===== config.mk =====
export PLATFORM = sky130hd
export DESIGN_NAME = fuzzy_risk_seq
export DESIGN_NICKNAME = d
export VERILOG_FILES = /design/src/rtl/fuzzy_risk_seq.sv
export SDC_FILE = /design/constraint.sdc
export NUM_CORES = 1
export LEC_CHECK = 0
export BUFFER_PORTS_ARGS = -buffer_cell sky130_fd_sc_hd__clkbuf_2
export CORE_ASPECT_RATIO = 1.4
export CORE_MARGIN = 2
export CORE_UTILIZATION = 60
export DETAILED_ROUTE_END_ITERATION = 10
export GPL_TIMING_DRIVEN = 0
export HOLD_SLACK_MARGIN = 0.06
export PLACE_DENSITY = 0.88
export SLEW_MARGIN = 20
export SYNTH_ARGS = -nofsm -noshare
export SYNTH_HDL_FRONTEND = slang
export SYNTH_SLANG_ARGS = --single-unit

===== constraint.sdc =====
create_clock -name clk -period 8.2 [get_ports clk]
set_clock_uncertainty 0.2 [all_clocks]
set_input_delay 0.82 -clock clk [delete_from_list [all_inputs] [get_ports clk]]
set_output_delay 0.82 -clock clk [all_outputs]
set_load 0.02 [all_outputs]

===== src/rtl/fuzzy_risk_seq.sv =====
// fuzzy_risk_seq: multi-cycle 3x3 fuzzy rain/soil risk estimator with a serial restoring divider.
// Define RISK_CLASS_EN to add the registered risk_class output.
module fuzzy_risk_seq #(
  parameter int W = 8,
  parameter int IN_MAX = 100,
  parameter int OUT_MAX = 100
) (
  input  logic         clk,
  input  logic         rst,
  input  logic         in_valid,
  output logic         in_ready,
  input  logic [W-1:0] rain_fall,
  input  logic [W-1:0] soil_moisture,
  output logic         out_valid,
  output logic [W-1:0] risk,
  output logic         busy
`ifdef RISK_CLASS_EN
  ,
  output logic [1:0]   risk_class
`endif
);
  localparam int H = IN_MAX / 2;
  localparam int AW0 = $clog2(9 * H * OUT_MAX + 1);
  localparam int AW = AW0 > W ? AW0 : W + 1;
  localparam int CW = $clog2(W + 1);
  localparam logic [W-1:0] XMAX = W'(IN_MAX);
  localparam logic [W-1:0] HV = W'(H);
  localparam logic [AW-1:0] CQ = AW'(OUT_MAX / 4);
  typedef enum logic [2:0] {IDLE, FUZZ, RULE, DIV, DONE} state_t;
  state_t state_q, state_d;
  logic [W-1:0] rain_q, rain_d, soil_q, soil_d, risk_q, risk_d, wk_q, wk_d, w;
  logic [2:0][W-1:0] mr_q, mr_d, ms_q, ms_d;
  logic [1:0] r_q, r_d, s_q, s_d;
  logic [CW-1:0] cnt_q, cnt_d;
  logic [AW-1:0] num_q, num_d, den_q, den_d, rem_q, rem_d, c;
  logic [AW:0] rem_sh;
  logic ge;
  function automatic logic [W-1:0] sat(input logic [W-1:0] x);
    return x > XMAX ? XMAX : x;
  endfunction
  function automatic logic [2:0][W-1:0] fuzz(input logic [W-1:0] x);
    logic [W-1:0] lo, hi;
    lo = x < HV ? HV - x : '0;
    hi = x > HV ? x - HV : '0;
    return {hi, HV - lo - hi, lo};
  endfunction
  always_comb begin
    state_d = state_q;
    rain_d = rain_q;
    soil_d = soil_q;
    risk_d = risk_q;
    wk_d = wk_q;
    mr_d = mr_q;
    ms_d = ms_q;
    r_d = r_q;
    s_d = s_q;
    cnt_d = cnt_q;
    num_d = num_q;
    den_d = den_q;
    rem_d = rem_q;
    w = mr_q[r_q] < ms_q[s_q] ? mr_q[r_q] : ms_q[s_q];
    c = AW'(3'(r_q) + 3'(s_q)) * CQ;
    rem_sh = {rem_q, wk_q[W-1]};
    ge = rem_sh >= {1'b0, den_q};
    case (state_q)
      IDLE: if (in_valid) begin
        rain_d = sat(rain_fall);
        soil_d = sat(soil_moisture);
        state_d = FUZZ;
      end
      FUZZ: begin
        mr_d = fuzz(rain_q);
        ms_d = fuzz(soil_q);
        num_d = '0;
        den_d = '0;
        r_d = '0;
        s_d = '0;
        state_d = RULE;
      end
      RULE: begin
        num_d = num_q + AW'(w) * c;
        den_d = den_q + AW'(w);
        s_d = s_q == 2'd2 ? 2'd0 : s_q + 2'd1;
        r_d = s_q == 2'd2 ? r_q + 2'd1 : r_q;
        // the weighted average is at most OUT_MAX < 2^W, so num>>W already lies below den
        if (r_q == 2'd2 && s_q == 2'd2) begin
          rem_d = num_d >> W;
          wk_d = num_d[W-1:0];
          cnt_d = '0;
          state_d = DIV;
        end
      end
      DIV: begin
        rem_d = ge ? AW'(rem_sh - {1'b0, den_q}) : rem_sh[AW-1:0];
        wk_d = {wk_q[W-2:0], ge};
        cnt_d = cnt_q + CW'(1);
        if (cnt_q == CW'(W - 1)) begin
          risk_d = den_q == '0 ? '0 : wk_d;
          state_d = DONE;
        end
      end
      default: state_d = IDLE;
    endcase
  end
  always_ff @(posedge clk) begin
    if (rst) begin
      state_q <= IDLE;
      rain_q <= '0;
      soil_q <= '0;
      risk_q <= '0;
      wk_q <= '0;
      mr_q <= '0;
      ms_q <= '0;
      r_q <= '0;
      s_q <= '0;
      cnt_q <= '0;
      num_q <= '0;
      den_q <= '0;
      rem_q <= '0;
    end else begin
      state_q <= state_d;
      rain_q <= rain_d;
      soil_q <= soil_d;
      risk_q <= risk_d;
      wk_q <= wk_d;
      mr_q <= mr_d;
      ms_q <= ms_d;
      r_q <= r_d;
      s_q <= s_d;
      cnt_q <= cnt_d;
      num_q <= num_d;
      den_q <= den_d;
      rem_q <= rem_d;
    end
  end
  assign in_ready = state_q == IDLE && !rst;
  assign busy = state_q != IDLE;
  assign out_valid = state_q == DONE;
  assign risk = risk_q;
`ifdef RISK_CLASS_EN
  logic [1:0] cls_q, cls_d;
  always_comb begin
    cls_d = risk_d < W'(OUT_MAX / 4) ? 2'd0 :
            risk_d < W'(OUT_MAX / 2) ? 2'd1 :
            risk_d < W'(3 * OUT_MAX / 4) ? 2'd2 : 2'd3;
  end
  always_ff @(posedge clk) begin
    if (rst) cls_q <= '0;
    else cls_q <= cls_d;
  end
  assign risk_class = cls_q;
`endif
endmodule


==> run summary, run 1 <==
Finished Cell Area: 12000 sq um
Die Height: 163.3 microns
maxcap violations: 0
Syn Inst Count: 1353
Worst R2R End: rem_q[7]
Layout Nets: 1585
synthesized area per cell: 8.037 sq um
CTS HTree Levels: 4
Via density: 6.223
Final ANT Viol Nets: 0
CTS tree: done
met3 wire length: 1.914 mm
GRT Residual Overflow: 0
Adder-Cell Fraction of Synth Area: 0.2255
first-pass GRT wire length: 48.73 mm
Detail Route met2 WL: 15.33 mm
Starting Density: 0.6091
Worst R2R Path Depth: 25
status: finished clean
sequential area share after synthesis: 0.2559
Post-synth EDFFs: 0
DP HPWL: 22.54 mm
M1 WL: 11.38 mm
1st-iter DRT viols: 1021
drt pass-1 iters: 7
mux share of post-synthesis cell area: 0.02819
CP max stage cell: fa_1
unrepaired setup endpoints after global routing: no
synthesized netlist net count: 1535
wire per inst: 18.31 microns
WP data required: 8.37 ns
largest net degree at the start of global routing: 17
worst hold-check path type: register to register
largest family of logic cells by synthesized area: adder cells
layout cells sized above 1: 0.06568
Syn Std Cell Area: 10870 sq um
Critical R2R Launch: s_q[0]
Total GRT Usage: 0.3144
Worst-path clk slew: 0.07 ns
max layer used: met4
Hold EP: mr_q[2]
Die X: 117.8 microns
row cnt: 58
fmax: 0.1270 GHz
Worst Hold Launch: mr_q[2]
P&R area growth vs syn: 10.37%
crit-path most repeated cell: fa_1
routability cong.: 0.9789
Root Driver: clkbuf_16
post-synth cell types: 68
TritonCTS Buffers: 17
complex-gate fraction of the synthesized area: 0.1810
ys async rst share: 0
Area after DPL: 11320 sq um
critical path fanouts, max: 10
core footprint: 17850 sq um
initial antenna violation count: 0
CP Class: register to register
CP startpoint kind: register
max_slew headroom: 0.4107
IO buf count: 29
# hold bufs at CTS: 0
Slew @ Worst Pin: 0.8765 ns
# IOs: 30
Max stage delay on crit path: 0.58 ns
Crit. End Element: register
vias in the first global route: 10070
n_diodes: 0
WHS Path Cells: 2
die area: 19230 sq um
Synth Flop Type: dfxtp_1
setup_tns: 0 ns
IR drop worst, VDD: 0.1272 mV
worst skew pair latency: 0.44 ns
Final Hold Fails: 0
number of remaining DRC errors: 0
Final Max Tran Viols: 0
CTS Buffer Depth: 2
crit share post-route: 0.9601
Syn. warnings: 0
synthesized flop and latch total: 139
Worst EP arrival: 8.04 ns
Routed WL: 30.33 mm
setup violators final: 0
Simple-Gate Fraction of Synth Area: 0.1889
Tmin final: 7.873 ns
pwr dens: 198.5 nW/um^2
Via Count: 10310
clock sink total: 139
leakage power: 5.133 nW
xor/xnor share of the synthesized area: 0.04510
r2r setup slk: 0.33 ns
==> report_power, final <==
| group | internal [mW] | switching (mW) | total, mW |
|---|---|---|---|
| clock network | 0.433 | 0.349 | 0.782 |
| registers | 0.714 | 0.0346 | 0.749 |
| logic | 0.326 | 0.525 | 0.852 |
| total | 1.47 | 0.909 | 2.38 |
==> cells by family after synthesis <==
logic type,count (synthesis)
and+or+nand+nor,445
xor gates and xnor gates,56
adders and majority gates,163
DFF,139
buffers and inverters,216
muxes,28
AOI/OAI and AO/OA,306
==> final cells by class <==
cell class	count	area, sq um
Buffer	56	220.2
Sequential cell	139	2783
Tap cell	240	300.3
Clock buffer	17	425.4
Clock inverter	15	165.2
Multi-Input combinational cell	998	7335
Timing Repair Buffer	31	172.7
Fill cell	1418	5851
Inverter	160	600.6
==> registers in the layout, indices dropped and copies added, names as in the netlist <==
register	cells
mr_q	24
ms_q	24
den_q	16
num_q	16
rem_q	16
rain_q	8
risk	8
soil_q	8
wk_q	8
cnt_q	4
state_q	3
r_q	2
s_q	2
==> cell usage in the layout, fill, tap and decap left out, types with 6 or more instances in the layout <==
cell,instances
a211oi_1,12
a21o_1,9
a21oi_1,108
a222oi_1,7
a22oi_1,39
a31oi_1,9
and2_1,40
buf_1,10
clkbuf_1,40
clkbuf_16,17
clkbuf_2,30
dfxtp_1,139
fa_1,55
ha_1,108
inv_1,158
inv_6,7
mux2i_1,19
mux2i_4,6
nand2_1,136
nand2b_1,8
nand3_1,29
nand4_1,10
nor2_1,144
nor2b_1,9
nor3_1,25
nor3b_1,7
nor4_1,6
o211ai_1,11
o21a_1,7
o21ai_0,42
o21ai_1,8
or2_2,6
xnor2_1,37
xor2_1,19
==> worst max-delay path by stage <==
stage | start | to | cells past startpoint
floorplan | s_q[0] | rem_q[6] | 27
global placement | s_q[0] | rem_q[6] | 27
detailed placement | s_q[0] | rem_q[6] | 27
CTS | s_q[0] | rem_q[6] | 27
global route | s_q[0] | rem_q[7] | 25
finish | s_q[0] | rem_q[7] | 25
==> metrics by stage <==
stage	total power [mW]	worst slack (ns)	instances	hold WS (ns)	utilization
floorplan	1.340	1.316	1353	0.2313	-
global placement	1.510	0.06368	1622	0.2411	0.6341
detailed placement	1.536	-0.03744	1622	0.2461	0.6341
CTS	2.310	0.03313	1654	0.2546	0.6672
global route	2.484	0.03481	1656	0.2764	0.6723
finish	2.382	0.3273	1656	0.2527	0.6723
==> cell usage after synthesis (all sizes together), types with 6 or more instances <==
master	instances	area, sq um
a222oi	7	70.07
dfxtp	139	2783
nand2	136	510.5
o211ai	11	82.58
a21o	9	67.56
o21a	7	52.55
a22oi	39	292.8
a211oi	12	90.09
a31oi	9	56.30
o21ai	51	266.5
inv	159	596.8
nor4	6	37.54
ha	108	1351
clkbuf	40	150.1
nor3	26	135.1
xor2	19	166.4
xnor2	37	324.1
nand2b	8	50.05
fa	55	1101
mux2i	25	272.8
nor2b	9	56.30
or2	6	37.54
buf	16	68.82
and2	40	250.2
nor2	145	546.8
a21oi	108	540.5
nand4	10	62.56
nand3	29	145.1
nor3b	7	52.55
==> critical path, delay by kind of cell (launching register included) <==
family,cells,cell delay (ns)
XOR/XNOR,1,0.41
buffers and inverters,5,0.70
AO/OA/AOI/OAI,8,1.94
AND/OR/NAND/NOR,3,0.76
adder cells (fa/ha/maj),6,2.74
multiplexers,2,0.60
flip-flops,1,0.44
==> per-layer routing <==
layer,vias to the layer above,global-route usage
li1,4737,-
met1,4902,0.3460
met2,532,0.5679
met3,134,0.03980
met4,0,0.2076
met5,-,0
==> what timing repair did <==
action,4_1_cts,5_1_grt
resized for setup,1,9
pin swaps,0,1
buffers inserted,0,2
setup endpoints to repair,5,12
cloned,0,0
No activity file was read; power rests on OpenSTA's default activity.
==> run 2, diff against run 1 <==
--- a/config.mk
+++ b/config.mk
@@ -6,13 +6,14 @@
 export NUM_CORES = 1
 export LEC_CHECK = 0
 export BUFFER_PORTS_ARGS = -buffer_cell sky130_fd_sc_hd__clkbuf_2
+export CELL_PAD_IN_SITES_DETAIL_PLACEMENT = 0
+export CELL_PAD_IN_SITES_GLOBAL_PLACEMENT = 1
 export CORE_ASPECT_RATIO = 1.4
-export CORE_MARGIN = 2
-export CORE_UTILIZATION = 60
+export CORE_UTILIZATION = 49
 export DETAILED_ROUTE_END_ITERATION = 10
 export GPL_TIMING_DRIVEN = 0
 export HOLD_SLACK_MARGIN = 0.06
-export PLACE_DENSITY = 0.88
+export PLACE_DENSITY = 0.93
 export SLEW_MARGIN = 20
 export SYNTH_ARGS = -nofsm -noshare
 export SYNTH_HDL_FRONTEND = slang
==> run 2 against run 1 <==
Final cell count up 3.6%. Flip-flop and latch count unchanged. Routed wire length down 0.49%. Critical path depth unchanged. Largest cell class unchanged. Largest power group unchanged.
==> run summary, run 2 (synthesis gave the netlist of run 1 again) <==
CTS tree: done (unchanged)
worst hold-check path type: register to register (unchanged)
Max stage delay on crit path: 0.59 ns (was 0.58 ns)
layout cells sized above 1: 0.06906 (was 0.06568)
IO buf count: 29 (unchanged)
Via density: 5.644 (was 6.223)
Top delay family on crit path: adder cells (unchanged)
CP startpoint: s_q[0] (unchanged)
vias in the first global route: 9548 (was 10070)
commonest non-fill, non-tap cells in the layout: 158 x inv_1, 144 x nor2_1, 139 x dfxtp_1, 136 x nand2_1, 108 x ha_1 (was 158 x inv_1, 144 x nor2_1, 139 x dfxtp_1, 136 x nand2_1)
Slew @ Worst Pin: 0.9648 ns (was 0.8765 ns)
TritonCTS Buffers: 17 (unchanged)
Final Max Tran Viols: 0 (unchanged)
Via Count: 9685 (was 10310)
commonest non-fill, non-tap cell in the layout: inv_1 (unchanged)
Final Hold Fails: 0 (unchanged)
pwr dens: 193.1 nW/um^2 (was 198.5 nW/um^2)
CP Class: register to register (unchanged)
row cnt: 64 (was 58)
worst skew pair latency: 0.44 ns (about the same)
Worst Hold Launch: ms_q[12] (was mr_q[2])
CTS Buffer Depth: 2 (unchanged)
critical path depth: 25 (unchanged)
Tmin final: 7.907 ns (was 7.873 ns)
critical path fanouts, max: 10 (unchanged)
# IOs: 30 (unchanged)
Worst EP arrival: 8.05 ns (was 8.04 ns)
Die X: 127.9 microns (was 117.8 microns)
Total GRT Usage: 0.2762 (was 0.3144)
Final ANT Viol Nets: 0 (unchanged)
largest net degree at the start of global routing: 17 (unchanged)
1st-iter DRT viols: 543 (was 1021)
maxcap violations: 0 (unchanged)
Crit. End Element: register (unchanged)
initial antenna violation count: 0 (unchanged)
Worst R2R End: rem_q[5] (was rem_q[7])
CTS HTree Levels: 4 (unchanged)
biggest registers after layout: mr_q: 24 flops, ms_q: 24 flops (unchanged)
die area: 22800 sq um (was 19230 sq um)
Root Driver: clkbuf_16 (unchanged)
Hold Slack: 0.2529 ns (was 0.2527 ns)
IR drop worst, VDD: 0.1351 mV (was 0.1272 mV)
core footprint: 21780 sq um (was 17850 sq um)
total power: 2.329 mW (was 2.382 mW)
fmax: 0.1265 GHz (was 0.1270 GHz)
fill cell count: 2107 (was 1418)
Die Height: 178.3 microns (was 163.3 microns)
first-pass GRT wire length: 48.27 mm (was 48.73 mm)
final worst slack: 0.2931 ns (was 0.3273 ns)
Critical R2R Launch: s_q[0] (unchanged)
routability cong.: 0.9244 (was 0.9789)
CP max stage cell: fa_1 (unchanged)
Layout Nets: 1588 (was 1585)
status: finished clean (unchanged)
DP HPWL: 23.76 mm (was 22.54 mm)
clock sink total: 139 (unchanged)
n_diodes: 0 (unchanged)
Routed WL: 30.18 mm (was 30.33 mm)
Worst-path clk slew: 0.07 ns (about the same)
drt pass-1 iters: 6 (was 7)
crit path capture: rem_q[5] (was rem_q[7])
setup_tns: 0 ns (unchanged)
crit share post-route: 0.9643 (was 0.9601)
Finished Cell Area: 12060 sq um (was 12000 sq um)
Starting Density: 0.4993 (was 0.6091)
CP startpoint kind: register (unchanged)
max_slew headroom: 0.3513 (was 0.4107)
P&R area growth vs syn: 10.90% (was 10.37%)
crit-path most repeated cell: fa_1 (unchanged)
leakage power: 5.130 nW (was 5.133 nW)
GRT Residual Overflow: 0 (unchanged)
wire per inst: 17.59 microns (was 18.31 microns)
r2r setup slk: 0.29 ns (was 0.33 ns)
# hold bufs at CTS: 0 (unchanged)
setup violators final: 0 (unchanged)
CP bufs+invs: 5 (unchanged)
WP data required: 8.35 ns (was 8.37 ns)
Worst R2R Path Depth: 25 (unchanged)
Area after DPL: 11390 sq um (was 11320 sq um)
number of remaining DRC errors: 0 (unchanged)
pre-CTS setup slack: -0.1684 ns (was -0.03744 ns)
run 2: cell count changes in the layout (fill, tap and decap cells not counted), sizes merged:
| cell | change |
|---|---|
| clkbuf | -1 |
| clkinv | +1 |
| inv | -2 |
| buf | +4 |
| bufinv | -1 |
| clkinvlp | +2 |
run 2: timing repair:
action	4_1_cts	5_1_grt
pin swaps	0	1
endpoints found under the hold margin	0	0
resized for setup	5	7
setup buffers	0	5
endpoints found under the setup margin	10	10
run 2: worst min-delay path, delay by kind of cell (launching register included):
kind	cells	cell delay (ns)
compound gates	1	0.05
flops	1	0.31
simple gates	1	0.05
run 2: through the flow:
stage,cells,util
6_report,1716,0.5537
5_1_grt,1716,0.5537
4_1_cts,1711,0.5496
2_1_floorplan,1353,-
3_3_place_gp,1679,0.5230
3_5_place_dp,1679,0.5230
run 2: how the worst min path moves through the flow:
stage          endpoint  cells past startpoint
2_1_floorplan   ms_q[6]                      2
3_3_place_gp   ms_q[12]                      2
3_5_place_dp   mr_q[10]                      2
4_1_cts        ms_q[12]                      2
5_1_grt         mr_q[0]                      2
6_report       ms_q[12]                      2
run 2: report_power, final:
group | switching, mW | internal, mW | total [mW] | leakage (nW)
clock network | 0.337 | 0.397 | 0.733 | 0.263
registers | 0.0323 | 0.714 | 0.747 | 1.13
logic | 0.520 | 0.329 | 0.849 | 3.74
run 2: layout make-up:
class	instances	area, sq um	area share
Inverter	160	600.6	0.04980
Multi-Input combinational cell	998	7346	0.6091
Sequential cell	139	2783	0.2308
Tap cell	297	371.6	0.03082
Clock buffer	17	425.4	0.03528
Timing Repair Buffer	34	182.7	0.01515
Buffer	56	220.2	0.01826
Clock inverter	15	130.1	0.01079
run 2: per-layer routing:
metal  track usage  part of all wire  vias to the layer above
met1        0.2927              0.39                     4636
met2        0.5322              0.53                      246
met3       0.03029             0.033                       70
met4        0.1412             0.047                        0
met5             0                 0                        -
li1              -                 -                     4733
